<file path="config.mk">
export PLATFORM = sky130hd
export DESIGN_NAME = mem_arbiter_flat
export DESIGN_NICKNAME = d
export VERILOG_FILES = /design/src/rtl/mem_arbiter_if.sv /design/src/rtl/mem_arbiter.sv /design/src/flat_wrapper.sv
export SDC_FILE = /design/constraint.sdc
export NUM_CORES = 1
export LEC_CHECK = 0
export CAP_MARGIN = 25
export CORE_AREA = 10 10 123 125
export DETAILED_ROUTE_END_ITERATION = 12
export DIE_AREA = 0 0 133 135
export PLACE_DENSITY = 0.76
export SYNTH_ARGS = -nofsm -noshare
export SYNTH_HDL_FRONTEND = slang
export SYNTH_SLANG_ARGS = --single-unit
</file>
<file path="constraint.sdc">
create_clock -name clk -period 2 [get_ports clk]
set_input_delay 0.4 -clock clk [delete_from_list [all_inputs] [get_ports clk]]
set_output_delay 0.4 -clock clk [all_outputs]
set_load 0.03 [all_outputs]
</file>
<file path="src/rtl/mem_arbiter_if.sv">
// Handshake bundle between the MIPS I/D requesters, the memory arbiter and the
// word memory's read/write ports.
interface mem_arbiter_if;
    logic        i_req;
    logic [31:0] i_addr;
    logic        i_gnt;
    logic        i_valid;
    logic [31:0] i_rdata;
    logic        i_err;
    logic        d_req;
    logic        d_we;
    logic [31:0] d_addr;
    logic [31:0] d_wdata;
    logic        d_gnt;
    logic        d_valid;
    logic [31:0] d_rdata;
    logic        d_err;
    logic [31:0] m_raddr;
    logic [31:0] m_rdata;
    logic        m_write;
    logic [31:0] m_waddr;
    logic [31:0] m_wdata;

    modport slave (
        input  i_req, i_addr, d_req, d_we, d_addr, d_wdata, m_rdata,
        output i_gnt, i_valid, i_rdata, i_err,
        output d_gnt, d_valid, d_rdata, d_err,
        output m_raddr, m_write, m_waddr, m_wdata
    );

    modport master (
        output i_req, i_addr, d_req, d_we, d_addr, d_wdata, m_rdata,
        input  i_gnt, i_valid, i_rdata, i_err,
        input  d_gnt, d_valid, d_rdata, d_err,
        input  m_raddr, m_write, m_waddr, m_wdata
    );
endinterface

</file>
<file path="src/rtl/mem_arbiter.sv">
// Arbitrates the shared memory read port between I fetches and D reads (D first,
// with a starvation escape for I), forwards D writes, and returns responses one cycle later.
module mem_arbiter #(
    parameter int MEMSIZE      = 1024,
    parameter int STARVE_LIMIT = 4
) (
    input  logic         clk,
    input  logic         rst_n,
    mem_arbiter_if.slave bus
);

    localparam logic [31:0] MAX_ADDR = 32'(MEMSIZE - 4);
    localparam logic [3:0]  LIMIT    = 4'(STARVE_LIMIT);

    function automatic logic addr_legal(input logic [31:0] addr);
        return (addr[1:0] == 2'b00) && (addr <= MAX_ADDR);
    endfunction

    logic        i_legal_s;
    logic        d_legal_s;
    logic        d_rd_s;
    logic        d_wr_s;
    logic        starved_s;
    logic        i_gnt_s;
    logic        d_gnt_s;
    logic [31:0] m_raddr_s;
    logic        m_write_s;
    logic [3:0]  starve_nxt_s;
    logic [3:0]  starve_cnt_r;
    logic        i_valid_r;
    logic        i_err_r;
    logic [31:0] i_rdata_r;
    logic        d_valid_r;
    logic        d_err_r;
    logic [31:0] d_rdata_r;

    // Arbitration, read-port address steering and write-port enable
    always_comb begin
        i_legal_s = addr_legal(bus.i_addr);
        d_legal_s = addr_legal(bus.d_addr);
        d_rd_s    = bus.d_req & ~bus.d_we;
        d_wr_s    = bus.d_req & bus.d_we;
        starved_s = (starve_cnt_r == LIMIT);
        // Writes never touch the read port, so only a D read can block I
        i_gnt_s   = bus.i_req & (~d_rd_s | starved_s);
        d_gnt_s   = d_wr_s | (d_rd_s & ~(bus.i_req & starved_s));
        m_write_s = rst_n & d_gnt_s & d_wr_s & d_legal_s;
        m_raddr_s = 32'h0000_0000;
        if (i_gnt_s && i_legal_s) begin
            m_raddr_s = bus.i_addr;
        end else if (d_gnt_s && d_rd_s && d_legal_s) begin
            m_raddr_s = bus.d_addr;
        end else begin
            m_raddr_s = 32'h0000_0000;
        end
    end

    // Next value of the run of consecutive denied I cycles, saturating at the limit
    always_comb begin
        starve_nxt_s = 4'd0;
        if (bus.i_req && !i_gnt_s) begin
            if (starved_s) begin
                starve_nxt_s = starve_cnt_r;
            end else begin
                starve_nxt_s = starve_cnt_r + 4'd1;
            end
        end else begin
            starve_nxt_s = 4'd0;
        end
    end

    // Starvation counter register
    always_ff @(posedge clk or negedge rst_n) begin
        if (!rst_n) begin
            starve_cnt_r <= 4'd0;
        end else begin
            starve_cnt_r <= starve_nxt_s;
        end
    end

    // I response register; data/err hold when nothing was granted
    always_ff @(posedge clk or negedge rst_n) begin
        if (!rst_n) begin
            i_valid_r <= 1'b0;
            i_err_r   <= 1'b0;
            i_rdata_r <= 32'h0000_0000;
        end else begin
            i_valid_r <= i_gnt_s;
            if (i_gnt_s) begin
                i_err_r   <= ~i_legal_s;
                i_rdata_r <= i_legal_s ? bus.m_rdata : 32'h0000_0000;
            end
        end
    end

    // D response register; writes and errors return zero data
    always_ff @(posedge clk or negedge rst_n) begin
        if (!rst_n) begin
            d_valid_r <= 1'b0;
            d_err_r   <= 1'b0;
            d_rdata_r <= 32'h0000_0000;
        end else begin
            d_valid_r <= d_gnt_s;
            if (d_gnt_s) begin
                d_err_r   <= ~d_legal_s;
                d_rdata_r <= (d_rd_s && d_legal_s) ? bus.m_rdata : 32'h0000_0000;
            end
        end
    end

    assign bus.i_gnt   = i_gnt_s;
    assign bus.d_gnt   = d_gnt_s;
    assign bus.m_raddr = m_raddr_s;
    assign bus.m_write = m_write_s;
    assign bus.m_waddr = bus.d_addr;
    assign bus.m_wdata = bus.d_wdata;
    assign bus.i_valid = i_valid_r;
    assign bus.i_err   = i_err_r;
    assign bus.i_rdata = i_rdata_r;
    assign bus.d_valid = d_valid_r;
    assign bus.d_err   = d_err_r;
    assign bus.d_rdata = d_rdata_r;

endmodule

</file>
<file path="src/flat_wrapper.sv">
// flat-port wrapper written by rule: the top's interface ports become plain ports
module mem_arbiter_flat 
#(
    parameter int MEMSIZE      = 1024,
    parameter int STARVE_LIMIT = 4
)
  (clk, rst_n, bus_i_req, bus_i_addr, bus_d_req, bus_d_we, bus_d_addr, bus_d_wdata, bus_m_rdata, bus_i_gnt, bus_i_valid, bus_i_rdata, bus_i_err, bus_d_gnt, bus_d_valid, bus_d_rdata, bus_d_err, bus_m_raddr, bus_m_write, bus_m_waddr, bus_m_wdata);
  mem_arbiter_if bus_i ();
  input  logic clk;
  input  logic rst_n;
  input wire logic [$bits(bus_i.i_req)-1:0] bus_i_req;
  input wire logic [$bits(bus_i.i_addr)-1:0] bus_i_addr;
  input wire logic [$bits(bus_i.d_req)-1:0] bus_d_req;
  input wire logic [$bits(bus_i.d_we)-1:0] bus_d_we;
  input wire logic [$bits(bus_i.d_addr)-1:0] bus_d_addr;
  input wire logic [$bits(bus_i.d_wdata)-1:0] bus_d_wdata;
  input wire logic [$bits(bus_i.m_rdata)-1:0] bus_m_rdata;
  output wire logic [$bits(bus_i.i_gnt)-1:0] bus_i_gnt;
  output wire logic [$bits(bus_i.i_valid)-1:0] bus_i_valid;
  output wire logic [$bits(bus_i.i_rdata)-1:0] bus_i_rdata;
  output wire logic [$bits(bus_i.i_err)-1:0] bus_i_err;
  output wire logic [$bits(bus_i.d_gnt)-1:0] bus_d_gnt;
  output wire logic [$bits(bus_i.d_valid)-1:0] bus_d_valid;
  output wire logic [$bits(bus_i.d_rdata)-1:0] bus_d_rdata;
  output wire logic [$bits(bus_i.d_err)-1:0] bus_d_err;
  output wire logic [$bits(bus_i.m_raddr)-1:0] bus_m_raddr;
  output wire logic [$bits(bus_i.m_write)-1:0] bus_m_write;
  output wire logic [$bits(bus_i.m_waddr)-1:0] bus_m_waddr;
  output wire logic [$bits(bus_i.m_wdata)-1:0] bus_m_wdata;
  assign bus_i.i_req = bus_i_req;
  assign bus_i.i_addr = bus_i_addr;
  assign bus_i.d_req = bus_d_req;
  assign bus_i.d_we = bus_d_we;
  assign bus_i.d_addr = bus_d_addr;
  assign bus_i.d_wdata = bus_d_wdata;
  assign bus_i.m_rdata = bus_m_rdata;
  assign bus_i_gnt = bus_i.i_gnt;
  assign bus_i_valid = bus_i.i_valid;
  assign bus_i_rdata = bus_i.i_rdata;
  assign bus_i_err = bus_i.i_err;
  assign bus_d_gnt = bus_i.d_gnt;
  assign bus_d_valid = bus_i.d_valid;
  assign bus_d_rdata = bus_i.d_rdata;
  assign bus_d_err = bus_i.d_err;
  assign bus_m_raddr = bus_i.m_raddr;
  assign bus_m_write = bus_i.m_write;
  assign bus_m_waddr = bus_i.m_waddr;
  assign bus_m_wdata = bus_i.m_wdata;
  mem_arbiter #(.MEMSIZE(MEMSIZE), .STARVE_LIMIT(STARVE_LIMIT)) u_core (.clk(clk), .rst_n(rst_n), .bus(bus_i));
endmodule
</file>
Yosys cells after proc, flatten, opt, wreduce, memory -nomap -nowiden

Cells that the tools add are included.

Flip-flop bits (word level): 72
Bits of input ports: 133
Output and inout bits: 167
Logic and storage cells: 43

Order comparisons: 2
Bitwise logic cells: 15
Reductions and logical operators: 10
Equality and inequality tests: 2
Add/subtract/negate cells: 1
Multiplexer cells: 6

Operators with widths:

| cell                                                                    | number |
|---|---|
| 32-bit two-way mux                                                      | 4 |
| 32-bit by 10-bit <= comparator with 1-bit output, second input constant | 2 |
| 1-bit AND                                                               | 8 |
| 4-bit two-way mux                                                       | 2 |
| 1-bit logical AND                                                       | 7 |
| 1-bit inverter                                                          | 5 |
| 4-bit by 1-bit adder with 4-bit output, second input constant           | 1 |
| 4-bit by 3-bit == test with 1-bit output, second input constant         | 1 |
| 2-bit logical NOT                                                       | 2 |
| 2-bit inequality test, second input constant                            | 1 |
| 1-bit OR                                                                | 2 |
| 1-bit logical NOT                                                       | 1 |

Logic depth before layout (Yosys ltp)

Gate-level depths: netlist (run 1).

Word-level depth: 9
Depth in mapped cells: 7
Gate-level depth less buffers: 6

Worst setup path after synthesis (run 1)

Ideal clock, no wire load.

Path kind: reg-to-output
Start point: reg u_core.starve_cnt_r[0]
End point: out bus_m_raddr[2]
Path slack: -0.128 ns
Cell stages (with the launch flop): 8
Path buffers: 1
Data arrival time: 1.728 ns
Cell sequence: dfrtp_1 -> inv_1 -> ha_1 -> and3b_1 -> a21o_1 -> nor3_4 -> buf_6 -> a32o_1

Word-level cells in the longest chain between the ends: 9
Elaborated cells on any way between the ends: 12

Ends and longest elaborated chain:

| what                                       | RTL line           | text |
|---|---|---|
| start, declared                            | mem_arbiter.sv:29  | `logic [3:0] starve_cnt_r;` |
| start signal, assigned                     | mem_arbiter.sv:77  | `starve_cnt_r <= starve_nxt_s;` |
| 4-bit by 3-bit == test with 1-bit output * | mem_arbiter.sv:43  | `starved_s = (starve_cnt_r == LIMIT);` |
| 1-bit AND                                  | mem_arbiter.sv:46  | `d_gnt_s = d_wr_s \| (d_rd_s & ~(bus.i_req & starved_s));` |
| 1-bit inverter                             | mem_arbiter.sv:46  |  |
| 1-bit AND                                  | mem_arbiter.sv:46  |  |
| 1-bit OR                                   | mem_arbiter.sv:46  |  |
| 1-bit logical AND (2 in a row)             | mem_arbiter.sv:51  | `end else if (d_gnt_s && d_rd_s && d_legal_s) begin` |
| 32-bit two-way mux                         | mem_arbiter.sv:51  |  |
| 32-bit two-way mux *                       | mem_arbiter.sv:49  | `if (i_gnt_s && i_legal_s) begin` |
| end, declared                              | flat_wrapper.sv:26 | `output wire logic [$bits(bus_i.m_raddr)-1:0] bus_m_raddr;` |

Every way passes the cells marked *; elsewhere a longest branch is shown, timed or not.

Worst setup path after layout (run 1)

Start point: reg u_core.starve_cnt_r[1]
End point: out bus_m_raddr[9]

The elaborated chain is that of the path after synthesis.

==> impl_metrics.json, run 1 <==
{
  "drive_above_1_share_pct": 35.5,
  "status": "finished, violations left",
  "drt_iter0_markers": 116,
  "hold_viol_final": 0,
  "slowest_delay_ns": 0.34,
  "dpl.cell_count": 666,
  "clock_latency_ns": 0.33,
  "p_int_uw": 2760,
  "p_per_area_mw_per_mm2": 597,
  "synth-seq-area-share_pct": 48.4,
  "drtAntennaViolNets": 0,
  "skew_ns": 0.00466,
  "yosys.area_share.simple_pct": 10.5,
  "grt_max_degree": 73,
  "antenna_cells": 0,
  "finalCritPeriodShare_pct": 120,
  "placedInstanceArea_mm2": 0.00577,
  "cp_num_buf_inv": 5,
  "synth_xor_area_share_pct": 0.471,
  "nNetsFinal": 651,
  "postSynthAreaPerCell_um2": 11.4,
  "critPathKind": "flip-flop to output pin",
  "cpMostUsedCell": "buf_6",
  "clock-sinks": 72,
  "grt.overflow.total": 0,
  "fmax_mhz": 415,
  "cp_slowest_cell": "dfrtp_1",
  "io_pins": 300,
  "syn_area_mm2": 0.00372,
  "place_ws_ns": -0.523,
  "via_count": 3219,
  "holdBufCountCts": 0,
  "antenna_found_initial": 0,
  "dp_hpwl_um": 11400,
  "wirelength_um": 14500,
  "end_kind": "output pin",
  "power.static_leakage_uw": 0.00292,
  "finalSetupTns_ns": -3.60,
  "yosys.area_share.adder_pct": 0.672,
  "synth_compound_area_share_pct": 18.3,
  "io_buffers": 211,
  "synth_top_family_by_area": "buffers and inverters",
  "start_util_pct": 29.6,
  "crit_family": "buffers and inverters",
  "setup_viol": 11,
  "area_growth_pct": 68.1,
  "htreeDepth": 3,
  "grt_use_total_pct": 15.6,
  "drcViolationCount": 0,
  "clkPwrFrac_pct": 42.4,
  "first_pass_iters": 4,
  "core_area_mm2": 0.0126,
  "instances_no_fill": 693,
  "grt_first_pass_wirelength_um": 21900,
  "rows": 41,
  "cts_root_buf": "clkbuf_16",
  "cts_tree": "done",
  "drv_slew": 0,
  "ys_ff_latch": 72,
  "die_h_um": 135,
  "synthMuxAreaShare_pct": 0.269,
  "worstPathRequired_ns": 1.60,
  "cp_cell_sequence": "inv_1 -> ha_2 -> and3b_2 -> buf_6 -> o21ai_4 -> inv_2 -> buf_12 -> a32o_2 -> buf_6",
  "dieArea_mm2": 0.0180,
  "layout_setup_ws_ns": -0.409,
  "final_area_mm2": 0.00626,
  "violations": "negative setup slack",
  "die_w_um": 133,
  "layout.filler_cells": 1131,
  "crit_fanout": 8,
  "synth.distinct_cells": 31,
  "cts_buffers": 9,
  "critPathLaunchType": "flip-flop",
  "clk_pin_slew_ns": 0.06,
  "hold_class": "input port to async pin",
  "post_drt_wl_per_cell_um": 20.9,
  "finish.utilization_pct": 49.8,
  "crit_arrival_ns": 2.01,
  "fin_crit_ns": 2.41,
  "rsz0062_at_grt": "true",
  "vdd_ir_drop_max_mv": 0.311,
  "power_frac_comb_pct": 18.3,
  "max_cap_viol_count": 0,
  "globalplace.congestion": 0.874,
  "swShare_pct": 26.0,
  "yosysWarnings": 0,
  "grt_pass1_vias": 3680,
  "avgViaCountPerCell": 4.65,
  "synth_cells": 327,
  "power_switching_uw": 971,
  "clockBufferDepth": 2,
  "power_frac_seq_pct": 39.2
}
## state kept, by name (all words and copies together) (netlist names)
signal               flops
u_core.bus.d_valid       1
u_core.bus.i_err         1
u_core.bus.d_rdata      32
u_core.bus.i_valid       1
u_core.bus.i_rdata      32
u_core.starve_cnt_r      4
u_core.bus.d_err         1
## stage by stage
step	power, uW	hold slack [ns]
2_1_floorplan	1900	0.104
3_3_place_gp	2150	0.468
3_5_place_dp	2150	0.475
4_1_cts	3770	0.162
5_1_grt	3880	0.169
6_report	3730	0.145
## final timing paths
path / startpoint / endpoint / slack [ns] / cells after the start
max in group asynchronous: rst_n / u_core.bus.d_rdata[8] / 1.56 / 2
max: u_core.starve_cnt_r[1] / bus_m_raddr[9] / -0.41 / 9
max reg2reg: u_core.starve_cnt_r[1] / u_core.bus.i_rdata[31] / 0.10 / 10
min in group clk: u_core.bus.i_err / u_core.bus.i_err / 0.48 / 2
min: rst_n / u_core.bus.d_rdata[24] / 0.14 / 2
min reg2reg: u_core.bus.i_err / u_core.bus.i_err / 0.48 / 2
## repair_timing
| action | CTS | global route |
|---|---|---|
| hold endpoints to repair | 0 | 0 |
| gates resized for setup | 114 | 22 |
| buffers inserted | 5 | 6 |
| pin swaps | 14 | 15 |
| endpoints found under the setup margin | 11 | 12 |
## cells by family after synthesis
family	count (synthesis)
other	1
XOR/XNOR	2
AO/OA/AOI/OAI	76
flip-flops	72
adder cells (fa/ha/maj)	2
multiplexers	1
buffers and inverters	111
AND/OR/NAND/NOR	62
## placed cells by master (no fill, tap or decap), drive strengths merged, types with 6 or more instances in the layout
master,n
a22o,32
a31o,32
a32o,8
and2,32
buf,113
clkbuf,13
clkdlybuf4s50,143
conb,24
dfrtp,72
inv,6
nor2,6
nor4,12
## worst register-to-register path, cell delays in order, from the launching register on
cell and delay [ns]:
dfrtp_1 0.34, inv_1 0.05, ha_2 0.16, and3b_2 0.22, buf_6 0.13, o21ai_4 0.15, inv_2 0.08, buf_12 0.14
buf_12 0.13, buf_4 0.16, a31o_2 0.23
## layer usage
| layer | global-route usage, % | wire, um | share of wire (%) |
|---|---|---|---|
| met1 | 15.4 | 5200 | 36 |
| met5 | 0 | 0 | 0 |
| met3 | 7.68 | 1520 | 11 |
| met2 | 28.0 | 7480 | 52 |
| met4 | 4.71 | 257 | 1.8 |
## power groups by stage
stage          Sequential, uW  Combinational [uW]  Clock [uW]
2_1_floorplan            1500                 399           0
4_1_cts                  1460                 660        1640
3_5_place_dp             1490                 662           0
6_report                 1470                 684        1590
5_1_grt                  1460                 722        1700
3_3_place_gp             1490                 656           0
## cell type report
class / count / area [um^2] / share of cell area, %
multi-input combinational: 167 / 1300 / 20.8
inverter: 5 / 18.8 / 0.300
timing repair buffer: 261 / 2620 / 41.9
tap: 172 / 215 / 3.44
sequential: 72 / 1800 / 28.8
clock buffer: 10 / 229 / 3.66
clock inverter: 6 / 68.8 / 1.10
## Yosys cell counts
cell | count | area, um^2
buf_4 | 89 | 668
dfrtp_1 | 72 | 1800
a22o_1 | 32 | 280
and2_1 | 32 | 200
a31o_2 | 29 | 254
buf_2 | 10 | 50.1
nor4_1 | 10 | 62.6
a32o_1 | 8 | 80.1
nor2_1 | 6 | 22.5
inv_1 | 5 | 18.8
buf_6 | 4 | 45.0
nand2_1 | 4 | 15.0
a31o_1 | 3 | 26.3
clkbuf_1 | 3 | 11.3
ha_1 | 2 | 25.0
nand4_1 | 2 | 12.5
nor4_2 | 2 | 25.0
a21boi_4 | 1 | 18.8
a21o_1 | 1 | 7.51
and3_1 | 1 | 6.26
and3b_1 | 1 | 8.76
and4_1 | 1 | 8.76
conb_1 | 1 | 3.75
mux2i_1 | 1 | 10.0
nand2b_1 | 1 | 6.26
nand3_1 | 1 | 5.00
nor3_4 | 1 | 16.3
o21ai_0 | 1 | 5.00
o21ai_2 | 1 | 8.76
xnor2_1 | 1 | 8.76
xor2_1 | 1 | 8.76
Power figures use the tool's default switching activity.
==> run 2, diff against run 1 <==
SETUP_SLACK_MARGIN = 0.1   (was not set)
==> run 2 against run 1 <==
  * Largest cell class unchanged
  * Critical path depth is 2 lower
  * Hold slack better by 0.18 ns
  * Register-to-register slack better by 0.02 ns
  * Final cell count is 1.4% higher
  * Sequential power hardly changed
  * Via count is 1.8% higher
  * Highest routed layer unchanged
  * Sequential cell count stayed put
  * Critical path type is now input port to output pin
  * Worst setup slack better by 0.039 ns
  * Critical endpoint is now bus_m_raddr[6]
  * The flow still finishes with violations (negative setup slack)
  * Clock skew is 0.0039 ns higher
  * Combinational power is 1% higher
  * Sequential share of layout area is 0.32 points lower
==> impl_metrics.json, run 2 (synthesized netlist as in run 1, its figures left out) <==
{
  "finalCritPeriodShare_pct": 118,
  "slew_headroom_pct": 38.6,
  "mostFrequentLayoutCell": "clkdlybuf4s50_1",
  "htreeDepth": 3,
  "avgViaCountPerCell": 4.66,
  "io_pins": 300,
  "cts_root_buf": "clkbuf_16",
  "skew_ns": 0.00852,
  "post_drt_wl_per_cell_um": 21.3,
  "clock_latency_ns": 0.33,
  "power_uw": 3880,
  "grt_pass1_vias": 3710,
  "drv_slew": 0,
  "antenna_found_initial": 1,
  "worstPathRequired_ns": 1.60,
  "wirelength_um": 15000,
  "power.static_leakage_uw": 0.00296,
  "layout_setup_ws_ns": -0.370,
  "setup_viol": 10,
  "first_pass_iters": 5,
  "fmax_mhz": 422,
  "crit_arrival_ns": 1.97,
  "dpl.cell_count": 671,
  "hold_class": "input port to async pin",
  "clockBufferDepth": 2,
  "fin_crit_ns": 2.37,
  "vdd_ir_drop_max_mv": 0.310,
  "rows": 41,
  "drtAntennaViolNets": 0,
  "p_per_area_mw_per_mm2": 613,
  "dieArea_mm2": 0.0180,
  "grt_first_pass_wirelength_um": 21600,
  "io_buffers": 211,
  "critPathKind": "input port to output pin",
  "instances_no_fill": 703,
  "crit_fanout": 5,
  "grt_use_total_pct": 15.3,
  "violations": "negative setup slack",
  "clk_pin_slew_ns": 0.06,
  "start_util_pct": 29.6,
  "grt.overflow.total": 0,
  "cts_tree": "done",
  "cts_buffers": 9,
  "critPathLaunchType": "input port",
  "via_count": 3277,
  "die_h_um": 135,
  "drcViolationCount": 0,
  "status": "finished, violations left",
  "globalplace.congestion": 0.933,
  "core_area_mm2": 0.0126,
  "dp_hpwl_um": 11400,
  "end_kind": "output pin",
  "r2r_start": "u_core.starve_cnt_r[1]",
  "final_area_mm2": 0.00633,
  "placedInstanceArea_mm2": 0.00570,
  "rsz0062_at_grt": "true",
  "worstSetupStartpoint": "bus_i_addr[24]",
  "grt_max_degree": 73,
  "max_cap_viol_count": 0,
  "hold_ws_ns": 0.325,
  "hold_viol_final": 0,
  "r2r_cells": 9,
  "max_slew.worst_pin.slew_ns": 0.921,
  "drt_iter0_markers": 133,
  "area_growth_pct": 70.0,
  "die_w_um": 133,
  "nNetsFinal": 661,
  "final_cell_mix": "clkdlybuf4s50_1, buf_4, dfrtp_1",
  "drive_above_1_share_pct": 35.5,
  "clock-sinks": 72
}
==> run 2: through the flow <==
stage | TNS [ns] | worst slack (ns) | utilization, %
floorplan | 0 | 0.0411 | -
global placement | -18.10 | -0.505 | 45.4
detailed placement | -21.06 | -0.528 | 45.4
CTS | -3.45 | -0.394 | 49.1
global route | -4.11 | -0.447 | 50.3
finish | -3.24 | -0.370 | 50.3
==> run 2: final timing paths <==
check | end | slack (ns)
worst min register to register | u_core.bus.i_err | 0.49
min in group clk | u_core.bus.i_err | 0.49
worst max-delay path | bus_m_raddr[6] | -0.37
worst min-delay path | u_core.bus.d_err | 0.32
max in group asynchronous | u_core.bus.d_rdata[9] | 1.07
worst max register to register | u_core.bus.i_rdata[23] | 0.12
==> run 2: layout make-up <==
cell class              count  area (um^2)
diodes                      1         2.50
fillers                  1123         6240
flip-flops and latches     72         1800
inverters                   5         21.3
multi-input cells         168         1310
well taps                 172          215
clock buffers               9          225
clock inverters             6         92.6
repair buffers            270         2660
==> run 2: timing repair <==
| item | in CTS | in global routing |
|---|---|---|
| pin swaps | 11 | 3 |
| endpoints found under the setup margin | 70 | 71 |
| hold buffers | 0 | 0 |
| resized for setup | 121 | 19 |
| endpoints found under the hold margin | 0 | 0 |
| gates cloned | 0 | 3 |
| buffers inserted | 6 | 7 |
==> run 2: power breakdown <==
group / switching [uW] / total, uW / internal (uW)
Combinational: 364 / 694 / 330
Sequential: 2.53 / 1470 / 1460
Clock: 623 / 1720 / 1090
==> run 2: worst max-delay path: stages <==
cell,delay [ns]
clkdlybuf4s50_1,0.44
nor4_1,0.30
nand4_1,0.12
buf_4,0.18
nor2_4,0.17
a32o_2,0.22
buf_6,0.13
==> run 2: metal layers <==
layer | GRT usage [%] | vias to the layer above | routed length (um)
li1 | - | 1457 | -
met1 | 14.8 | 1574 | 5230
met2 | 27.3 | 212 | 7780
met3 | 7.23 | 34 | 1550
met4 | 6.78 | 0 | 449
met5 | 0 | - | 0
==> run 3, diff against run 2 <==
CORE_AREA = 10 10 109 111   (was 10 10 123 125)
DIE_AREA = 0 0 119 121   (was 0 0 133 135)
DONT_BUFFER_PORTS = 1   (was not set)
PLACE_DENSITY = not set   (was 0.76)
==> run 3 against run 2 <==
  * Die area down 20%
  * The flow finishes with violations (negative hold slack, negative setup slack)
  * Clock-buffer cell count stayed put
  * First-iteration DRC count grew 11%
  * Worst setup slack improved by 0.061 ns
  * Critical path type is now flip-flop to output pin
  * Sequential power about the same
  * Largest cell class is now registers
  * Critical endpoint is now bus_m_raddr[4]
  * Global-route usage fell by 0.62 points
  * Clock power down 31%
  * Highest routed layer unchanged
  * Via count down 31%
  * Combinational power fell by 76%
  * Final cell count decreased by 42%
==> impl_metrics.json, run 3 (synthesized netlist as in run 1, its figures left out) <==
{
  "io_buffers": 0,
  "r2r_slack_ns": 0.17,
  "final_cell_mix": "dfrtp_1, and2_1, a22o_1",
  "fin_crit_ns": 2.31,
  "io_pins": 300,
  "die_h_um": 121,
  "nNetsFinal": 408,
  "hold_ws_ns": -0.264,
  "grt_first_pass_wirelength_um": 16500,
  "crit_fanout": 9,
  "drive_above_1_share_pct": 29.5,
  "p_per_area_mw_per_mm2": 780,
  "layout.filler_cells": 963,
  "place_ws_ns": -0.0988,
  "dpl.cell_count": 391,
  "clock_latency_ns": 0.35,
  "status": "finished, violations left",
  "r2r_cells": 9,
  "skew_ns": 0.00761,
  "violations": "negative hold slack, negative setup slack",
  "first_pass_iters": 5,
  "antenna_found_initial": 0,
  "wirelength_um": 11000,
  "cts_tree": "done",
  "avgViaCountPerCell": 5.47,
  "core_area_mm2": 0.00964,
  "clock-sinks": 72,
  "grt_pass1_vias": 2488,
  "clockBufferDepth": 2,
  "multi_input_area_mm2": 0.00125,
  "setup_viol": 10,
  "hold_class": "input port to async pin",
  "finalCritPeriodShare_pct": 115,
  "dieArea_mm2": 0.0144,
  "critPathLaunchType": "flip-flop",
  "area_growth_pct": -2.39,
  "rsz0062_at_grt": "true",
  "critPathKind": "flip-flop to output pin",
  "area.sequential_mm2": 0.00180,
  "drcViolationCount": 0,
  "cts_buffers": 9,
  "rows": 36,
  "dp_hpwl_um": 8450,
  "hold_viol_final": 72,
  "start_util_pct": 38.6,
  "clk_pin_slew_ns": 0.09,
  "grt.overflow.total": 0,
  "die_w_um": 119,
  "crit_arrival_ns": 1.91,
  "drv_slew": 0,
  "drt_iter0_markers": 147,
  "via_count": 2250,
  "worstPathRequired_ns": 1.60,
  "max_cap_viol_count": 0,
  "grt_use_total_pct": 14.7,
  "post_drt_wl_per_cell_um": 26.8,
  "antenna_cells": 0,
  "instances_no_fill": 411,
  "globalplace.congestion": 0.747,
  "grt_max_degree": 74,
  "htreeDepth": 3,
  "power.static_leakage_uw": 0.00178,
  "vdd_ir_drop_max_mv": 0.313,
  "fmax_mhz": 433,
  "end_kind": "output pin",
  "cts_root_buf": "clkbuf_8",
  "mostFrequentLayoutCell": "dfrtp_1",
  "layout_setup_ws_ns": -0.309,
  "drtAntennaViolNets": 0
}
## run 3: changes by cell type in the layout (fill, tap and decap cells not counted), sizes merged
cell,change
bufinv,-1
dlygate4sd2,-2
diode,-1
clkdlybuf4s15,-5
nor2,-1
clkinvlp,-1
clkinv,+2
clkdlybuf4s50,-143
inv,+1
buf,-99
clkbuf,-3
## run 3: path summary, 6_finish.rpt
path / from / to
min in group clk: bus_m_rdata[16] / u_core.bus.d_rdata[16]
max in group asynchronous: rst_n / u_core.bus.d_rdata[4]
worst max register to register: u_core.starve_cnt_r[1] / u_core.bus.d_rdata[20]
worst max-delay path: u_core.starve_cnt_r[1] / bus_m_raddr[4]
worst min-delay path: rst_n / u_core.bus.d_rdata[18]
worst min register to register: u_core.starve_cnt_r[3] / u_core.starve_cnt_r[3]
## run 3: worst max-delay path, stage by stage, from the launching register on
cell and delay, ns:
dfrtp_1 0.36, inv_1 0.05, ha_2 0.17, and3b_2 0.22, a21o_1 0.20, nor3_4 0.18
buf_12 0.15, a32o_2 0.24
## run 3: cell type report
type,count,area share [%]
Sequential cell,72,49.6
Multi-Input combinational cell,167,34.4
Timing Repair Buffer,18,5.30
Tap cell,133,4.58
Clock buffer,9,3.41
Clock inverter,7,2.14
Inverter,5,0.586
## run 3: per-layer routing
layer	track usage [%]	vias to the layer above	share of wire [%]	wire, um
li1	-	947	-	-
met3	7.12	25	12	1350
met5	0	-	0	0
met4	4.89	0	1.5	160
met2	24.8	165	52	5710
met1	15.9	1113	34	3790
## run 3: what timing repair did
item | in CTS | in global routing
gates resized for setup | 8 | 4
pin swaps | 3 | 5
endpoints found under the hold margin | 72 | 72
setup buffers | 2 | 2
endpoints found under the setup margin | 11 | 25
## run 3: metrics by stage
stage,total power [uW],setup TNS (ns),util (%),area (um^2),hold slack [ns]
after floorplan,1900,0,-,3820,0.104
after global placement,1660,-0.685,34.8,3350,0.107
after detailed placement,1660,-0.763,34.8,3350,0.107
after CTS,2870,-3.01,37.4,3600,-0.281
after global routing,2960,-3.70,37.7,3630,-0.288
final,2830,-2.73,37.7,3630,-0.264
## run 3: power by group
part           switching, uW  total [uW]  internal, uW
Sequential              13.6        1470          1460
Combinational            133         168          35.2
Clock                    601        1190           589
Total                    747        2830          2080
